## config.mk

```make
export PLATFORM = sky130hd
export DESIGN_NAME = register_read_system
export DESIGN_NICKNAME = d
export VERILOG_FILES = /design/src/rtl/register_read_system_pkg.sv /design/src/rtl/register_read_system_regfile.sv /design/src/rtl/register_read_system.sv
export SDC_FILE = /design/constraint.sdc
export NUM_CORES = 1
export LEC_CHECK = 0
export CORE_MARGIN = 2
export CORE_UTILIZATION = 50
export CTS_CLUSTER_DIAMETER = 150
export DETAILED_ROUTE_END_ITERATION = 12
export PLACE_DENSITY_LB_ADDON = 0.05
export SLEW_MARGIN = 40
export SYNTH_ARGS = -nofsm -noshare
export SYNTH_HDL_FRONTEND = slang
export SYNTH_HIERARCHICAL = 1
export SYNTH_SLANG_ARGS = --single-unit
```

## constraint.sdc

```tcl
create_clock -name clk -period 4.36 [get_ports clk]
set_clock_uncertainty 0.1 [all_clocks]
set_input_delay 0.436 -clock clk [delete_from_list [all_inputs] [get_ports clk]]
set_output_delay 0.436 -clock clk [all_outputs]
set_load 0.02 [all_outputs]
```

## src/rtl/register_read_system_pkg.sv

```systemverilog
// Shared processor-wide constants, field positions and immediate formats.
// Imported by the register-read stage and its register file.
package register_read_system_pkg;

  localparam int DATA_W     = 16;
  localparam int NREG       = 16;
  localparam int REG_ADDR_W = 4;

  localparam int OPC_HI = 15;
  localparam int OPC_LO = 12;
  localparam int RA_HI  = 11;
  localparam int RA_LO  = 8;
  localparam int RB_HI  = 7;
  localparam int RB_LO  = 4;

  typedef enum logic [1:0] {
    IMM_SEXT8 = 2'd0,
    IMM_ZEXT8 = 2'd1,
    IMM_UPPER = 2'd2,
    IMM_SEXT4 = 2'd3
  } imm_sel_e;

  function automatic logic [DATA_W-1:0] gen_imm(
    input logic [DATA_W-1:0] ir,
    input imm_sel_e          sel
  );
    logic [DATA_W-1:0] imm;
    imm = '0;
    unique case (1'b1)
      sel == IMM_SEXT8: imm = {{8{ir[7]}}, ir[7:0]};
      sel == IMM_ZEXT8: imm = {8'h00, ir[7:0]};
      sel == IMM_UPPER: imm = {ir[7:0], 8'h00};
      sel == IMM_SEXT4: imm = {{12{ir[3]}}, ir[3:0]};
      default:          imm = '0;
    endcase
    return imm;
  endfunction

endpackage

```

## src/rtl/register_read_system_regfile.sv

```systemverilog
// 16x16 register file: two async read ports, one sync write port.
// r0 is never written and always reads zero.
module register_file_16
  import register_read_system_pkg::*;
(
  input  logic                  clk,
  input  logic                  reset,
  input  logic                  we,
  input  logic [REG_ADDR_W-1:0] wr_addr,
  input  logic [DATA_W-1:0]     wr_data,
  input  logic [REG_ADDR_W-1:0] addr_a,
  input  logic [REG_ADDR_W-1:0] addr_b,
  output logic [DATA_W-1:0]     data_a,
  output logic [DATA_W-1:0]     data_b
);

  logic [DATA_W-1:0] regs [NREG];

  always_ff @(posedge clk) begin
    if (reset) begin
      for (int i = 0; i < NREG; i++) begin
        regs[i] <= '0;
      end
    end else if (we && wr_addr != '0) begin
      regs[wr_addr] <= wr_data;
    end
  end

  assign data_a = (addr_a == '0) ? '0 : regs[addr_a];
  assign data_b = (addr_b == '0) ? '0 : regs[addr_b];

endmodule

```

## src/rtl/register_read_system.sv

```systemverilog
// Register-read stage: IR, field decode, regfile read with write bypass,
// and registered A/B/Imm operands for the ALU stage.
module register_read_system
  import register_read_system_pkg::*;
(
  input  logic                  clk,
  input  logic                  reset,
  input  logic [DATA_W-1:0]     instr,
  input  logic                  IRwrite,
  input  logic [1:0]            ImmSel,
  input  logic                  RegWrite,
  input  logic [REG_ADDR_W-1:0] wr_addr,
  input  logic [DATA_W-1:0]     wr_data,
  output logic [3:0]            opcode,
  output logic [DATA_W-1:0]     A,
  output logic [DATA_W-1:0]     B,
  output logic [DATA_W-1:0]     Imm
);

  logic [DATA_W-1:0]     ir;
  logic [REG_ADDR_W-1:0] ra;
  logic [REG_ADDR_W-1:0] rb;
  logic [DATA_W-1:0]     rf_a;
  logic [DATA_W-1:0]     rf_b;
  logic [DATA_W-1:0]     rd_a;
  logic [DATA_W-1:0]     rd_b;
  logic                  byp_a;
  logic                  byp_b;

  assign opcode = ir[OPC_HI:OPC_LO];
  assign ra     = ir[RA_HI:RA_LO];
  assign rb     = ir[RB_HI:RB_LO];

  register_file_16 u_rf (
    .clk     (clk),
    .reset   (reset),
    .we      (RegWrite),
    .wr_addr (wr_addr),
    .wr_data (wr_data),
    .addr_a  (ra),
    .addr_b  (rb),
    .data_a  (rf_a),
    .data_b  (rf_b)
  );

  // Forward the committing write so A/B see it on the same edge.
  assign byp_a = RegWrite && wr_addr == ra && ra != '0;
  assign byp_b = RegWrite && wr_addr == rb && rb != '0;
  assign rd_a  = byp_a ? wr_data : rf_a;
  assign rd_b  = byp_b ? wr_data : rf_b;

  always_ff @(posedge clk) begin
    if (reset) begin
      ir  <= '0;
      A   <= '0;
      B   <= '0;
      Imm <= '0;
    end else begin
      if (IRwrite) begin
        ir <= instr;
      end
      A   <= rd_a;
      B   <= rd_b;
      Imm <= gen_imm(ir, imm_sel_e'(ImmSel));
    end
  end

endmodule
```

Word-level counts from Yosys, hierarchy flattened
Memory sizes are Yosys's and may differ from the RTL's. A register that Yosys moved wholly into a read port is not among the register bits.
Index checks and enable logic that the tools add are counted.
W data, S select, Z words.
- register bits: 64
- bits in latches: 0
- RAM bits: 256
- memory bits (read-only): 0
- input port bits: 42
- memories kept: 1
- memories (name ; words ; width ; rd ports ; clocked after memory_dff ; write ports ; line ; source):
    u_rf.regs ; 16 ; 16 ; 2 ; 2 ; 16 ; register_read_system_regfile.sv:17 ; logic [DATA_W-1:0] regs [NREG];
- $add $sub $neg: 0
- multipliers: 0
- divide/modulo/power cells: 0
- order comparisons: 0
- equal/unequal tests: 5
- shift operators: 0
- muxes and demuxes: 17
- bitwise gates (word level): 0
- reduce and logical (&&, ||, !) cells: 12
- operators by type and width (cell ; count):
    $mux W16 ; 5
    $pmux W16 S4 ; 1
    $mux W4 ; 5
    $reduce_or A16 Y1 ; 1
    $reduce_bool A4 Y1 ; 3
    $eq A4 B4 Y1 ; 2
    $logic_not A4 Y1 ; 2
    $mux W1 ; 6
    $logic_and A1 B1 Y1 ; 5
    $eq A2 B2 Y1 const B ; 2
    $eq A2 B1 Y1 const B ; 1
    $logic_not A2 Y1 ; 1

Depth between registers and ports, before layout
- word-level depth: 7
- gate-level depth with buffers: 9
- depth with buffers taken out: 6

Modules after synthesis
The synthesis kept the hierarchy.
- modules (own cells, without submodules) (module ; instances ; cells an instance ; area an instance (µm²) ; sequential area each (µm²)):
    register_file_16 ; 1 ; 932 ; 13117.6 ; 7236.9
    register_read_system ; 1 ; 255 ; 2618.8 ; 1281.2

Worst setup path after synthesis
OpenSTA, ideal clock, no wires.
- kind: input -> register
- from: input port RegWrite
- to: memory u_rf.regs[5][0], enable pin
- arrival time: 1.453 ns
- data required time: 3.887 ns
- slack: 2.434 ns
- stages on the path: 4
- path buffers: 0
- path through: nor2b_2 > nand3b_1 > nor2_1 > or2_1
- RTL lines (element ; line ; source):
    start: declaration ; register_read_system.sv:11 ; input logic RegWrite,
    end: declaration ; register_read_system_regfile.sv:17 ;

Final worst setup path
- from: register ir[9]
- to: register A[13]
- elaborated cells on any way between the ends: 7
- classes of those cells: 1 x eq/ne; 2 x mux; 4 x reduce/logical
- RTL lines (element ; line ; source):
    start: declaration ; register_read_system.sv:20 ; logic [DATA_W-1:0] ir;
    start signal: assignment ; register_read_system.sv:60 ; ir <= instr;
    $logic_not A4 Y1 ; register_read_system_regfile.sv:29 ; assign data_a = (addr_a == '0) ? '0 : regs[addr_a];
    $mux W16 ; register_read_system_regfile.sv:29 ;
    named net rf_a[13] ; register_read_system.sv:23 ; logic [DATA_W-1:0] rf_a;
    $mux W16 ; register_read_system.sv:49 ; assign rd_a = byp_a ? wr_data : rf_a;
    end signal: assignment ; register_read_system.sv:62 ; A <= rd_a;
    end: declaration ; register_read_system.sv:15 ; output logic [DATA_W-1:0] A,
The timed path passes the listed nets, and every way through them passes these cells.
A chain may end at the register's enable or synchronous reset.

==> results_dict.tcl <==
set metrics [dict create \
    synth.area.top_cells "edfxtp_1, and2_1, mux2i_1" \
    wire_per_inst_um 25.27 \
    drive_gt1_share_pct 16.89 \
    p_comb_share_pct 12.1 \
    core_area_um2 30830 \
    routed_wl_um 42170 \
    critPathKind "register to register" \
    antenna_found_initial 0 \
    cp-start-kind "register" \
    setup_viol_count_final 0 \
    hold_path.class "input port to register" \
    synth_fp_nets 1229 \
    ios 94 \
    dr_total_vias 9902 \
    die_x_um 181.4 \
    avgSynthCellArea_um2 13.26 \
    first_pass_iters 5 \
    holdBufCountCts 0 \
    cts_max_level 2 \
    drtIter0Drc 916 \
    yosysTopAreaCell "edfxtp_1" \
    synth_area_um2 15740 \
    timing.fmax_ghz 0.3676 \
    status "completed" \
    viasPerCell 5.933 \
    relSlewSlack_pct 43.82 \
    rsz0062_at_grt "false" \
    fin_setup_tns_ns 0 \
    peakVddDrop_mv 0.2904 \
    drv_cap 0 \
    end_kind "register" \
    antenna_left 0 \
    rows 64 \
    gr-usage-all-layers_pct 26.23 \
    synth_flop_cell "edfxtp_1" \
    cellLeakagePower_nw 6.348 \
    synth_edf_count 241 \
    synthCells 1187 \
    dp_slack_ns 1.283 \
    yosysSeqAreaShare_pct 54.13 \
    ys_ff_latch 305 \
    pwr-share-clk_pct 38.9 \
    port_buffers 93 \
    r2r-start "ir[9]" \
    hpwl_um 28780 \
    startpoint "ir[9]" \
    cts-resized-gates 0 \
    grt_max_degree 65 \
    synthToLayoutAreaGrowth_pct 13.83 \
    worstHoldStart "wr_data[10]" \
    cp.required_ns 4.64 \
    slew_viol_final 0 \
    cts.clk_slew.worst_paths_ns 0.06 \
    die_h_um 181.4 \
    yosysMostFrequentCell "and2_1" \
    synth.distinct_cells 47 \
    synth_common_cells "and2_1, edfxtp_1, mux2i_1, mux4_2, dfxtp_1" \
    crit_fanout 39 \
    setup_ws_ns 1.639 \
    cts_buffer_depth 3 \
    clkLatencyLatePin_ns 0.51 \
    start_util_pct 51.04 \
    worstPathArrival_ns 3.00 \
    root_buffer "clkbuf_16" \
    fin_total_pwr_mw 7.062 \
    period_needed_ns 2.721 \
    cts_tree "done" \
    sw_frac_of_total_pct 24.99 \
    n_antenna_cell 0 \
    intPower_mw 5.297 \
    place_congestion 0.8184 \
    fillers 2492 \
    grt_pass1_wl_um 64230 \
    drc 0 \
    cellPowerDensity_nw_per_um2 394.3 \
    cts.sinks 305 \
    yosys.area.top_type_share_pct 45.99 \
    power_frac_seq_pct 49.1 \
    finalCritPeriodShare_pct 62.40 \
    numCtsBuffers 34 \
    grt_overflow 0 \
    worst_pin_slew_ns 0.8401 \
    hold_viol 0 \
    async_flop_share_pct 0 \
    post_cts_buffers 0 \
    die_area_um2 32910 \
    grt_pass1_vias 9910 \
    nets 1290 \
    power_switching_mw 1.765 \
    synth_warnings 6 \
]
[kinds of logic after synthesis]
kind of cell | after synthesis | synth area share (%)
mux | 237 | 20.54
other cells | 1 | 0.02383
flops | 305 | 54.13
compound gates | 133 | 6.122
simple gates | 396 | 15.10
buf+inv | 109 | 3.753
xor+xnor | 6 | 0.3339
[power groups by stage]
stage / Clock, mW / Combinational (mW) / Sequential [mW]
floorplan: 0 / 0.543 / 3.47
global placement: 0 / 0.843 / 3.52
detailed placement: 0 / 0.843 / 3.52
CTS: 2.79 / 0.848 / 3.46
global route: 2.91 / 0.911 / 3.48
finish: 2.75 / 0.852 / 3.46
[layout by cell type (no fill, tap or decap), types with 5 or more instances in the layout]
cell	Yosys	routed
mux2_2	17	17
a21oi_1	60	60
clkbuf_1	39	8
o22ai_1	14	14
nand2_1	6	6
clkinv_2	0	7
and2_1	247	247
edfxtp_1	241	241
o21ai_0	7	7
a2111oi_2	9	9
clkbuf_16	0	35
buf_2	35	6
a221o_1	15	15
buf_4	14	31
nor2_1	50	50
dfxtp_1	64	57
clkinv_1	0	5
nand2b_1	53	53
clkdlybuf4s50_1	0	87
mux2i_1	153	153
or2_2	11	12
a2111oi_0	5	5
nor3_2	6	6
inv_1	8	8
mux4_2	67	67
a22oi_1	15	15
[sequential cells by signal, indices dropped and copies added (netlist names)]
name / cells
u_rf/regs: 241
Imm: 16
A: 16
ir: 16
B: 16
[path summary, 6_finish.rpt]
check / end / slack [ns] / cells past startpoint
max reg2reg: A[13] / 1.64 / 6
min: A[10] / 0.35 / 3
max: A[13] / 1.64 / 6
min reg2reg: Imm[0] / 0.38 / 1
[final cells by class]
| class | instances | area [um^2] | share of cell area, % |
|---|---|---|---|
| clock inverters | 18 | 145.1 | 0.8103 |
| flip-flops and latches | 305 | 8537 | 47.66 |
| multi-input cells | 773 | 6635 | 37.04 |
| inverters | 8 | 30.03 | 0.1676 |
| clock buffers | 43 | 905.9 | 5.057 |
| repair buffers | 126 | 1164 | 6.496 |
| well taps | 396 | 495.5 | 2.766 |
[critical path: stages (launching register included)]
cell	delay, ns
dfxtp_4	0.87
buf_4	0.35
mux4_2	0.52
mux2i_1	0.33
a21oi_1	0.19
nand2b_1	0.13
mux2i_1	0.07
[per-layer routing]
| metal | GRT usage (%) | part of all wire [%] |
|---|---|---|
| met5 | 0 | 0 |
| met4 | 5.333 | 1.6 |
| met3 | 6.017 | 8.1 |
| met2 | 40.05 | 45 |
| met1 | 38.65 | 46 |
[through the flow]
| stage | cells | utilization [%] | cell area (um^2) | hold WS (ns) |
|---|---|---|---|---|
| final | 1669 | 58.10 | 17910 | 0.3521 |
| after global routing | 1669 | 58.10 | 17910 | 0.3523 |
| after CTS | 1667 | 58.02 | 17890 | 0.3528 |
| after detailed placement | 1606 | 54.61 | 16840 | 0.3682 |
| after global placement | 1606 | 54.65 | 16850 | 0.3691 |
| after floorplan | 1187 | - | 15740 | 0.3520 |
Power figures use the tool's default switching activity.
